`src/rtl/ex_muldiv.sv`:
```
// ex_muldiv: iterative signed/unsigned multiply and divide unit returning a {hi, lo} pair
module ex_muldiv #(
    parameter int WIDTH = 32
) (
    input  logic             clk,
    input  logic             reset,
    input  logic             start,
    input  logic [1:0]       op,
    input  logic [WIDTH-1:0] opa,
    input  logic [WIDTH-1:0] opb,
    input  logic             cancel,
    output logic             ready,
    output logic             done,
    output logic [WIDTH-1:0] hi,
    output logic [WIDTH-1:0] lo,
    output logic             div_zero
);
    localparam int CW = $clog2(WIDTH + 1);

    typedef enum logic [1:0] {IDLE, CALC, FIX, DONE} state_e;

    state_e               state_q, state_d;
    logic                 div_q, div_d;
    logic                 neg_q, neg_d;
    logic                 nega_q, nega_d;
    logic                 dz_q, dz_d;
    logic [CW-1:0]        cnt_q, cnt_d;
    logic [2*WIDTH-1:0]   acc_q, acc_d;
    logic [WIDTH-1:0]     m_q, m_d;
    logic [WIDTH-1:0]     hi_q, hi_d;
    logic [WIDTH-1:0]     lo_q, lo_d;

    logic                 sa, sb;
    logic [WIDTH-1:0]     mag_a, mag_b;
    logic [WIDTH:0]       mul_sum, rem_sh, diff;
    logic [2*WIDTH-1:0]   mul_nxt, div_nxt, prod;
    logic [WIDTH-1:0]     quo, rem;

    // Signed ops work on magnitudes; the most-negative value maps to 2^(WIDTH-1) unsigned.
    assign sa    = ~op[0] & opa[WIDTH-1];
    assign sb    = ~op[0] & opb[WIDTH-1];
    assign mag_a = sa ? -opa : opa;
    assign mag_b = sb ? -opb : opb;

    // acc holds {partial product, remaining multiplier bits}; one bit retired per step.
    assign mul_sum = {1'b0, acc_q[2*WIDTH-1:WIDTH]} + (acc_q[0] ? {1'b0, m_q} : '0);
    assign mul_nxt = {mul_sum, acc_q[WIDTH-1:1]};

    // acc holds {remainder, dividend bits shifting into quotient}; borrow means restore.
    assign rem_sh  = {acc_q[2*WIDTH-1:WIDTH], acc_q[WIDTH-1]};
    assign diff    = rem_sh - {1'b0, m_q};
    assign div_nxt = diff[WIDTH] ? {rem_sh[WIDTH-1:0], acc_q[WIDTH-2:0], 1'b0}
                                 : {diff[WIDTH-1:0], acc_q[WIDTH-2:0], 1'b1};

    assign prod = neg_q ? -acc_q : acc_q;
    assign quo  = neg_q ? -acc_q[WIDTH-1:0] : acc_q[WIDTH-1:0];
    assign rem  = nega_q ? -acc_q[2*WIDTH-1:WIDTH] : acc_q[2*WIDTH-1:WIDTH];

    assign ready    = state_q == IDLE;
    assign done     = state_q == DONE;
    assign hi       = hi_q;
    assign lo       = lo_q;
    assign div_zero = dz_q;

    // Next-state and datapath update; cancel aborts CALC/FIX without touching results.
    always_comb begin
        state_d = state_q;
        div_d   = div_q;
        neg_d   = neg_q;
        nega_d  = nega_q;
        dz_d    = dz_q;
        cnt_d   = cnt_q;
        acc_d   = acc_q;
        m_d     = m_q;
        hi_d    = hi_q;
        lo_d    = lo_q;
        case (state_q)
            IDLE: if (start && !cancel) begin
                div_d  = op[1];
                neg_d  = sa ^ sb;
                nega_d = sa;
                cnt_d  = '0;
                m_d    = op[1] ? mag_b : mag_a;
                acc_d  = {{WIDTH{1'b0}}, op[1] ? mag_a : mag_b};
                if (op[1] && opb == '0) begin
                    state_d = DONE;
                    hi_d    = opa;
                    lo_d    = '1;
                    dz_d    = 1'b1;
                end else begin
                    state_d = CALC;
                end
            end
            CALC: if (cancel) begin
                state_d = IDLE;
            end else begin
                acc_d   = div_q ? div_nxt : mul_nxt;
                cnt_d   = cnt_q + 1'b1;
                state_d = cnt_q == CW'(WIDTH - 1) ? FIX : CALC;
            end
            FIX: if (cancel) begin
                state_d = IDLE;
            end else begin
                hi_d    = div_q ? rem : prod[2*WIDTH-1:WIDTH];
                lo_d    = div_q ? quo : prod[WIDTH-1:0];
                dz_d    = 1'b0;
                state_d = DONE;
            end
            default: state_d = IDLE;
        endcase
    end

    // State and datapath registers with asynchronous reset.
    always_ff @(posedge clk or posedge reset) begin
        if (reset) begin
            state_q <= IDLE;
            div_q   <= 1'b0;
            neg_q   <= 1'b0;
            nega_q  <= 1'b0;
            dz_q    <= 1'b0;
            cnt_q   <= '0;
            acc_q   <= '0;
            m_q     <= '0;
            hi_q    <= '0;
            lo_q    <= '0;
        end else begin
            state_q <= state_d;
            div_q   <= div_d;
            neg_q   <= neg_d;
            nega_q  <= nega_d;
            dz_q    <= dz_d;
            cnt_q   <= cnt_d;
            acc_q   <= acc_d;
            m_q     <= m_d;
            hi_q    <= hi_d;
            lo_q    <= lo_d;
        end
    end
endmodule

```
`config.mk`:
```
export PLATFORM = sky130hd
export DESIGN_NAME = ex_muldiv
export DESIGN_NICKNAME = d
export VERILOG_FILES = /design/src/rtl/ex_muldiv.sv
export SDC_FILE = /design/constraint.sdc
export NUM_CORES = 1
export LEC_CHECK = 0
export ABC_AREA = 1
export ABC_CLOCK_PERIOD_IN_PS = 15600
export BUFFER_PORTS_ARGS = -buffer_cell sky130_fd_sc_hd__buf_2
export CORE_ASPECT_RATIO = 0.75
export CORE_MARGIN = 2
export CORE_UTILIZATION = 40
export CTS_BUF_LIST = sky130_fd_sc_hd__clkbuf_8
export DETAILED_ROUTE_END_ITERATION = 8
export SLEW_MARGIN = 40
export SYNTH_ARGS = -nofsm -noshare
export SYNTH_HDL_FRONTEND = slang
export SYNTH_SLANG_ARGS = --single-unit
```
`constraint.sdc`:
```
create_clock -name clk -period 15.6 [get_ports clk]
set_clock_uncertainty 0.2 [all_clocks]
set_input_delay 3.12 -clock clk [delete_from_list [all_inputs] [get_ports clk]]
set_output_delay 3.12 -clock clk [all_outputs]
set_load 0.05 [all_outputs]
```
==> metrics.cfg, run 1 <==
[logic_synthesis]
synthTopCellsByArea = dfrtp_1, nand2_1, inv_1, nand3_1, nor2_1
synth_most_common_cell = nand2_1
async_reset_ff_share_pct = 100.0
ys.flop_type = dfrtp_1
syn_avg_cell_area_um2 = 5.758
netlist_area_um2 = 18120
yosysUniqueCellTypes = 50
synth_edf_count = 0
ys_seq_area_share_pct = 23.75
netlist.area_leader.share_pct = 23.75
ys_seq_elements = 172
syn-instance-count = 3147
synth_commonest_cells = nand2_1, inv_1, nor2_1
yosysTopAreaCell = dfrtp_1
yosysWarnings = 0
syn_nets = 3288

[timing]
max_freq_mhz = 185.5
post-route-period-util_pct = 34.56
rsz0062_at_grt = false
relSlewSlack_pct = 39.96
setup_viol = 0
holdWs_ns = 0.2845
period_needed_ns = 5.391
finalSetupTns_ns = 0
tightest_slew_ns = 0.8938
finalHoldViolCount = 0
slew_violations = 0

[run_status]
outcome = completed

[setup_path]
worstRegToRegCells = 18
slowest_delay_ns = 0.59
criticalPathCategory = in2reg
worst_path_max_delay_cell = clkinv_2
critical_path_required_ns = 15.85
worstPathMaxFanout = 44
critPathLaunchType = input pin
r2r_start = acc_q[31]$_DFFE_PP0P_
rrSetupSlack_ns = 11.88
r2r-end = acc_q[49]$_DFFE_PP0P_
crit_arrival_ns = 5.64
path_cells = buf_2 > inv_1 > ha_1 > nand3_1 > nor2_1 > nand2_1 > nor2_1 > nand3_1 > nand2_1 > nand2_2 > clkinv_2 > o21ai_0 > o21ai_1
worstSetupEndpointType = register

[drt]
wirelength_um = 87190
ant_nets = 0
viasPerCell = 5.645
routedWlPerCell_um = 22.81
remaining_drc_errors = 0
dr.first_iter.drc_count = 2918
top_layer = met5
vias = 21580
wl_met3_um = 13880
firstDrtPassIters = 6
drt-met1-wl_um = 41120
wl_met2_um = 29680

[layout]
syn2layout_area_growth_pct = 8.438
nets = 3357
final_core_util_pct = 43.98
layout-drive-gt1-share_pct = 7.557
design_area_um2 = 19650

[cts]
clockRootBuffer = clkbuf_8
clock_path_buffers = 2
cts_sinks = 172
clk_latency_ns = 0.53
cts_hold_buf = 0
tritoncts = built
cts_setup_buffers = 0
clk_pin_slew_ns = 0.10
cts_resized = 0
cts.htree.levels = 4
cts_made_buffers = 17

[global_route]
grt_max_degree = 76
antenna_found_initial = 8
grt_pass1_wl_um = 125200
grt-ovfl-total = 0
grtUsageTotal_pct = 36.28
grt_pass1_vias = 19020

[die]
pin_count = 137
chipWidth_um = 249.8
start_util_pct = 40.55
dieArea_um2 = 47040
die_h_um = 188.3
core_um2 = 44680
rows = 67

[worst_hold_path]
min_from = hi[29]$_DFFE_PP0P_
hold_depth = 2
hold_path_class = reg2reg
hold_end = hi[29]$_DFFE_PP0P_

[power_and_ir_drop]
power_density_nw_per_um2 = 199.2
finalPower_mw = 3.914
p_leak_nw = 10.45
ir_drop_mv = 0.09814

[placement]
place_hpwl_um = 70620
place_congestion = 1.025
io_buffers = 136
placed_area_um2 = 19230

[job]
max-cap-violations = 0

-- kinds of logic (layout without fill, tap and decap cells) --
| logic type | Yosys count | in the layout | synth area share [%] |
|---|---|---|---|
| xor+xnor | 58 | 58 | 2.803 |
| buf+inv | 549 | 631 | 11.84 |
| flops | 172 | 172 | 23.75 |
| compound gates | 474 | 474 | 14.51 |
| other cells | 0 | 7 | 0 |
| fa+ha+maj | 71 | 71 | 4.986 |
| simple gates | 1823 | 1823 | 42.10 |
-- layout by cell type, fill, tap and decap left out, types with 9 or more instances in the layout --
cell | synthesis | final
buf_4 | 3 | 15
a21oi_1 | 201 | 201
nor2_2 | 15 | 17
dfrtp_1 | 172 | 171
nand2_1 | 1006 | 1005
inv_2 | 10 | 9
nand4_1 | 36 | 36
inv_1 | 433 | 432
o21ai_0 | 152 | 152
nand3b_1 | 19 | 19
nor2_1 | 376 | 372
clkbuf_8 | 0 | 19
a31oi_1 | 21 | 21
o21bai_1 | 9 | 9
o211ai_1 | 27 | 27
o221ai_1 | 18 | 18
buf_2 | 22 | 135
xor2_1 | 43 | 43
xnor2_1 | 15 | 15
ha_1 | 69 | 69
nand3_1 | 292 | 292
a22oi_1 | 10 | 10
nor3_1 | 45 | 45
o21ai_1 | 20 | 20
-- sequential cells by signal, indices dropped and copies added, names as in the netlist --
register	cells
nega_q	1
lo	32
m_q	32
div_zero	1
cnt_q	6
div_q	1
neg_q	1
hi	32
state_q	2
acc_q	64
-- layout make-up --
| cell class | count | area (um^2) |
|---|---|---|
| tap | 586 | 733.2 |
| timing repair buffer | 153 | 822.0 |
| antenna | 7 | 17.52 |
| clock buffer | 19 | 261.5 |
| sequential | 172 | 4305 |
| inverter | 446 | 1684 |
| fill | 5019 | 25030 |
| clock inverter | 13 | 132.6 |
| multi-input combinational | 2426 | 11690 |
-- where the power goes --
group / switching (mW) / internal [mW] / total [mW]
registers: 0.327 / 0.571 / 0.898
clock network: 0.196 / 0.138 / 0.335
logic: 1.92 / 0.766 / 2.68
-- worst max-delay path, delay by kind of cell --
| kind | cells | cell delay (ns) |
|---|---|---|
| adders and majority gates | 1 | 0.22 |
| AOI/OAI and AO/OA | 2 | 0.38 |
| and+or+nand+nor | 7 | 1.09 |
| buffers and inverters | 3 | 0.80 |
-- worst max path at each step --
stage / startpoint / to / slack (ns)
finish: opb[0] / hi[25]$_DFFE_PP0P_ / 10.21
floorplan: reset / acc_q[0]$_DFFE_PP0P_ / 7.62
detailed placement: start / acc_q[6]$_DFFE_PP0P_ / 9.35
global placement: start / acc_q[1]$_DFFE_PP0P_ / 9.41
CTS: start / acc_q[6]$_DFFE_PP0P_ / 9.91
global route: opb[0] / hi[25]$_DFFE_PP0P_ / 10.00
-- per-layer routing --
layer / GRT usage [%] / vias up
li1: - / 10240
met1: 55.52 / 10040
met2: 42.56 / 1166
met3: 17.67 / 115
met4: 10.08 / 12
met5: 1.633 / -
-- through the flow --
| stage | worst slack [ns] | std cells |
|---|---|---|
| 6_report | 10.21 | 3822 |
| 5_1_grt | 10.00 | 3816 |
| 4_1_cts | 9.911 | 3815 |
| 3_5_place_dp | 9.350 | 3783 |
| 3_3_place_gp | 9.405 | 3783 |
| 2_1_floorplan | 7.620 | 3147 |
(Power assumes the default switching activity.)
==> run 2: changes to the inputs <==
--- a/config.mk
+++ b/config.mk
@@ -6,7 +6,7 @@
 export NUM_CORES = 1
 export LEC_CHECK = 0
 export ABC_AREA = 1
-export ABC_CLOCK_PERIOD_IN_PS = 15600
+export ABC_CLOCK_PERIOD_IN_PS = 4700
 export BUFFER_PORTS_ARGS = -buffer_cell sky130_fd_sc_hd__buf_2
 export CORE_ASPECT_RATIO = 0.75
 export CORE_MARGIN = 2
==> constraint.sdc (replaced) <==
create_clock -name clk -period 4.7 [get_ports clk]
set_clock_uncertainty 0.2 [all_clocks]
set_input_delay 0.94 -clock clk [delete_from_list [all_inputs] [get_ports clk]]
set_output_delay 0.94 -clock clk [all_outputs]
set_load 0.05 [all_outputs]
==> metrics.cfg, run 2 (synthesis gave the netlist of run 1 again) <==
[cts]
cts_sinks = 172  ; unchanged
clock_path_buffers = 2  ; unchanged
cts_made_buffers = 17  ; unchanged
cts_resized = 0  ; unchanged
tritoncts = built  ; unchanged
clk_latency_ns = 0.55  ; was 0.53 ns
cts_setup_buffers = 0  ; unchanged
cts_hold_buf = 0  ; unchanged
clk_pin_slew_ns = 0.11  ; was 0.10 ns
clockRootBuffer = clkbuf_8  ; unchanged
cts.htree.levels = 4  ; unchanged

[drt]
firstDrtPassIters = 9  ; was 6
vias = 21820  ; was 21580
viasPerCell = 5.694  ; was 5.645
wirelength_um = 89560  ; was 87190 um
remaining_drc_errors = 0  ; unchanged
ant_nets = 0  ; unchanged
routedWlPerCell_um = 23.38  ; was 22.81 um
dr.first_iter.drc_count = 3356  ; was 2918

[die]
dieArea_um2 = 47040  ; unchanged
chipWidth_um = 249.8  ; unchanged
rows = 67  ; unchanged
core_um2 = 44680  ; unchanged
die_h_um = 188.3  ; unchanged
start_util_pct = 40.55  ; unchanged
pin_count = 137  ; unchanged

[global_route]
antenna_found_initial = 6  ; was 8
grtUsageTotal_pct = 37.51  ; was 36.28%
grt-ovfl-total = 0  ; unchanged
grt_pass1_wl_um = 129200  ; was 125200 um
grt_max_degree = 95  ; was 76
grt_pass1_vias = 19060  ; was 19020

[layout]
final_cell_mix = nand2_1, inv_1, nor2_1  ; unchanged
final_core_util_pct = 44.15  ; was 43.98%
layout-drive-gt1-share_pct = 7.953  ; was 7.557%
syn2layout_area_growth_pct = 8.880  ; was 8.438%
largest_reg_flops = 64  ; unchanged
fillers = 4947  ; was 5019
regMostFlops = acc_q  ; unchanged
nets = 3373  ; was 3357
layout_commonest_cell = nand2_1  ; unchanged

[setup_path]
critical_path_required_ns = 4.99  ; was 15.85 ns
path_cells = inv_1 > fa_1 > inv_1 > nand3_1 > nand2_1 > nand2_1 > nand2_1 > nand2_1 > nand2_2 > nand2_4 > nand2_4 > nand2_4 > nand2_8 > nand3_1 > nand3_1 > nand2_1 > nand2_1  ; was buf_2 > inv_1 > ha_1 > nand3_1 > nor2_1 > nand2_1 > nor2_1 > nand3_1 > nand2_1 > nand2_2 > clkinv_2 > o21ai_0 > o21ai_1
cpMostUsedCell = nand2_1
criticalPathCategory = reg2reg  ; was in2reg
worstSetupEndpointType = register  ; unchanged
worstPathMaxFanout = 25  ; was 44
worst_path_max_delay_cell = dfrtp_1  ; was clkinv_2
slowest_delay_ns = 0.61  ; was 0.59 ns
crit_arrival_ns = 3.89  ; was 5.64 ns
critPathLaunchType = register  ; was input pin
worstRegToRegCells = 17  ; was 18

[power_and_ir_drop]
finalPower_mw = 13.08  ; was 3.914 mW
p_leak_nw = 10.51  ; was 10.45 nW
ir_drop_mv = 0.3403  ; was 0.09814 mV
power_density_nw_per_um2 = 663.2  ; was 199.2 nW/um^2

[job]
max-cap-violations = 0  ; unchanged

[timing]
rsz0062_at_grt = false  ; unchanged
relSlewSlack_pct = 42.63  ; was 39.96%
finalHoldViolCount = 0  ; unchanged
post-route-period-util_pct = 76.50
worst_slack_ns = 1.105  ; was 10.21 ns
tightest_slew_ns = 0.8539  ; was 0.8938 ns
max_freq_mhz = 278.1
slew_violations = 0  ; unchanged
period_needed_ns = 3.595
finalSetupTns_ns = 0  ; unchanged
setup_viol = 0  ; unchanged

[placement]
place_hpwl_um = 72550  ; was 70620 um
io_buffers = 136  ; unchanged
place_congestion = 1.047  ; was 1.025
place_ws_ns = 1.106  ; was 9.350 ns

[run_status]
outcome = completed  ; unchanged

[worst_hold_path]
hold_path_class = in2async  ; was reg2reg

run 2: cell types whose count changed in the layout (fill, tap and decap cells not counted), sizes merged:
cell | previous run | this run
buf | 153 | 169
bufinv | 1 | 0
clkbuf | 19 | 18
clkinvlp | 2 | 4
diode | 7 | 1
inv | 448 | 447
run 2: power breakdown:
| part | total, mW | leakage [nW] | internal [mW] | switching, mW |
|---|---|---|---|---|
| clock | 1.07 | 0.176 | 0.389 | 0.683 |
| combinational | 9.09 | 8.15 | 2.60 | 6.49 |
| sequential | 2.92 | 2.19 | 1.90 | 1.02 |
run 2: worst max-delay path, delay by kind of cell (launching register included):
family | cells | cell delay (ns)
simple gates | 14 | 1.78
flops | 1 | 0.61
buf+inv | 2 | 0.39
fa+ha+maj | 1 | 0.53
run 2: layout make-up:
type	count	area [um^2]	share of cell area, %
multi-input combinational	2426	11690	59.24
inverter	446	1684	8.536
antenna	1	2.502	0.01268
timing repair buffer	169	957.2	4.852
clock inverter	13	111.4	0.5644
clock buffer	18	247.7	1.256
tap	586	733.2	3.716
sequential	172	4305	21.82
run 2: final timing paths:
path / from / endpoint / slack [ns]
max in group asynchronous: reset / m_q[27]$_DFFE_PP0P_ / 3.41
max: acc_q[32]$_DFFE_PP0P_ / acc_q[49]$_DFFE_PP0P_ / 1.10
min: reset / cnt_q[0]$_DFFE_PP0P_ / 0.29
min in group clk: hi[21]$_DFFE_PP0P_ / hi[21]$_DFFE_PP0P_ / 0.29
max reg2reg: acc_q[32]$_DFFE_PP0P_ / acc_q[49]$_DFFE_PP0P_ / 1.10
min reg2reg: hi[21]$_DFFE_PP0P_ / hi[21]$_DFFE_PP0P_ / 0.29
run 2: metal layers:
layer,wire length (um),vias up,GRT usage [%]
met5,46,-,0
met4,1909,10,7.484
met3,13600,106,14.05
met2,30730,1295,44.63
met1,43270,10140,60.74
li1,-,10260,-
run 2: stage by stage:
stage               area, um^2  hold slack (ns)  std cells
floorplan                18120           0.2730       3147
global placement         19360           0.2584       3799
detailed placement       19360           0.2660       3799
CTS                      19720           0.2915       3830
global route             19730           0.3084       3830
finish                   19730           0.2861       3831
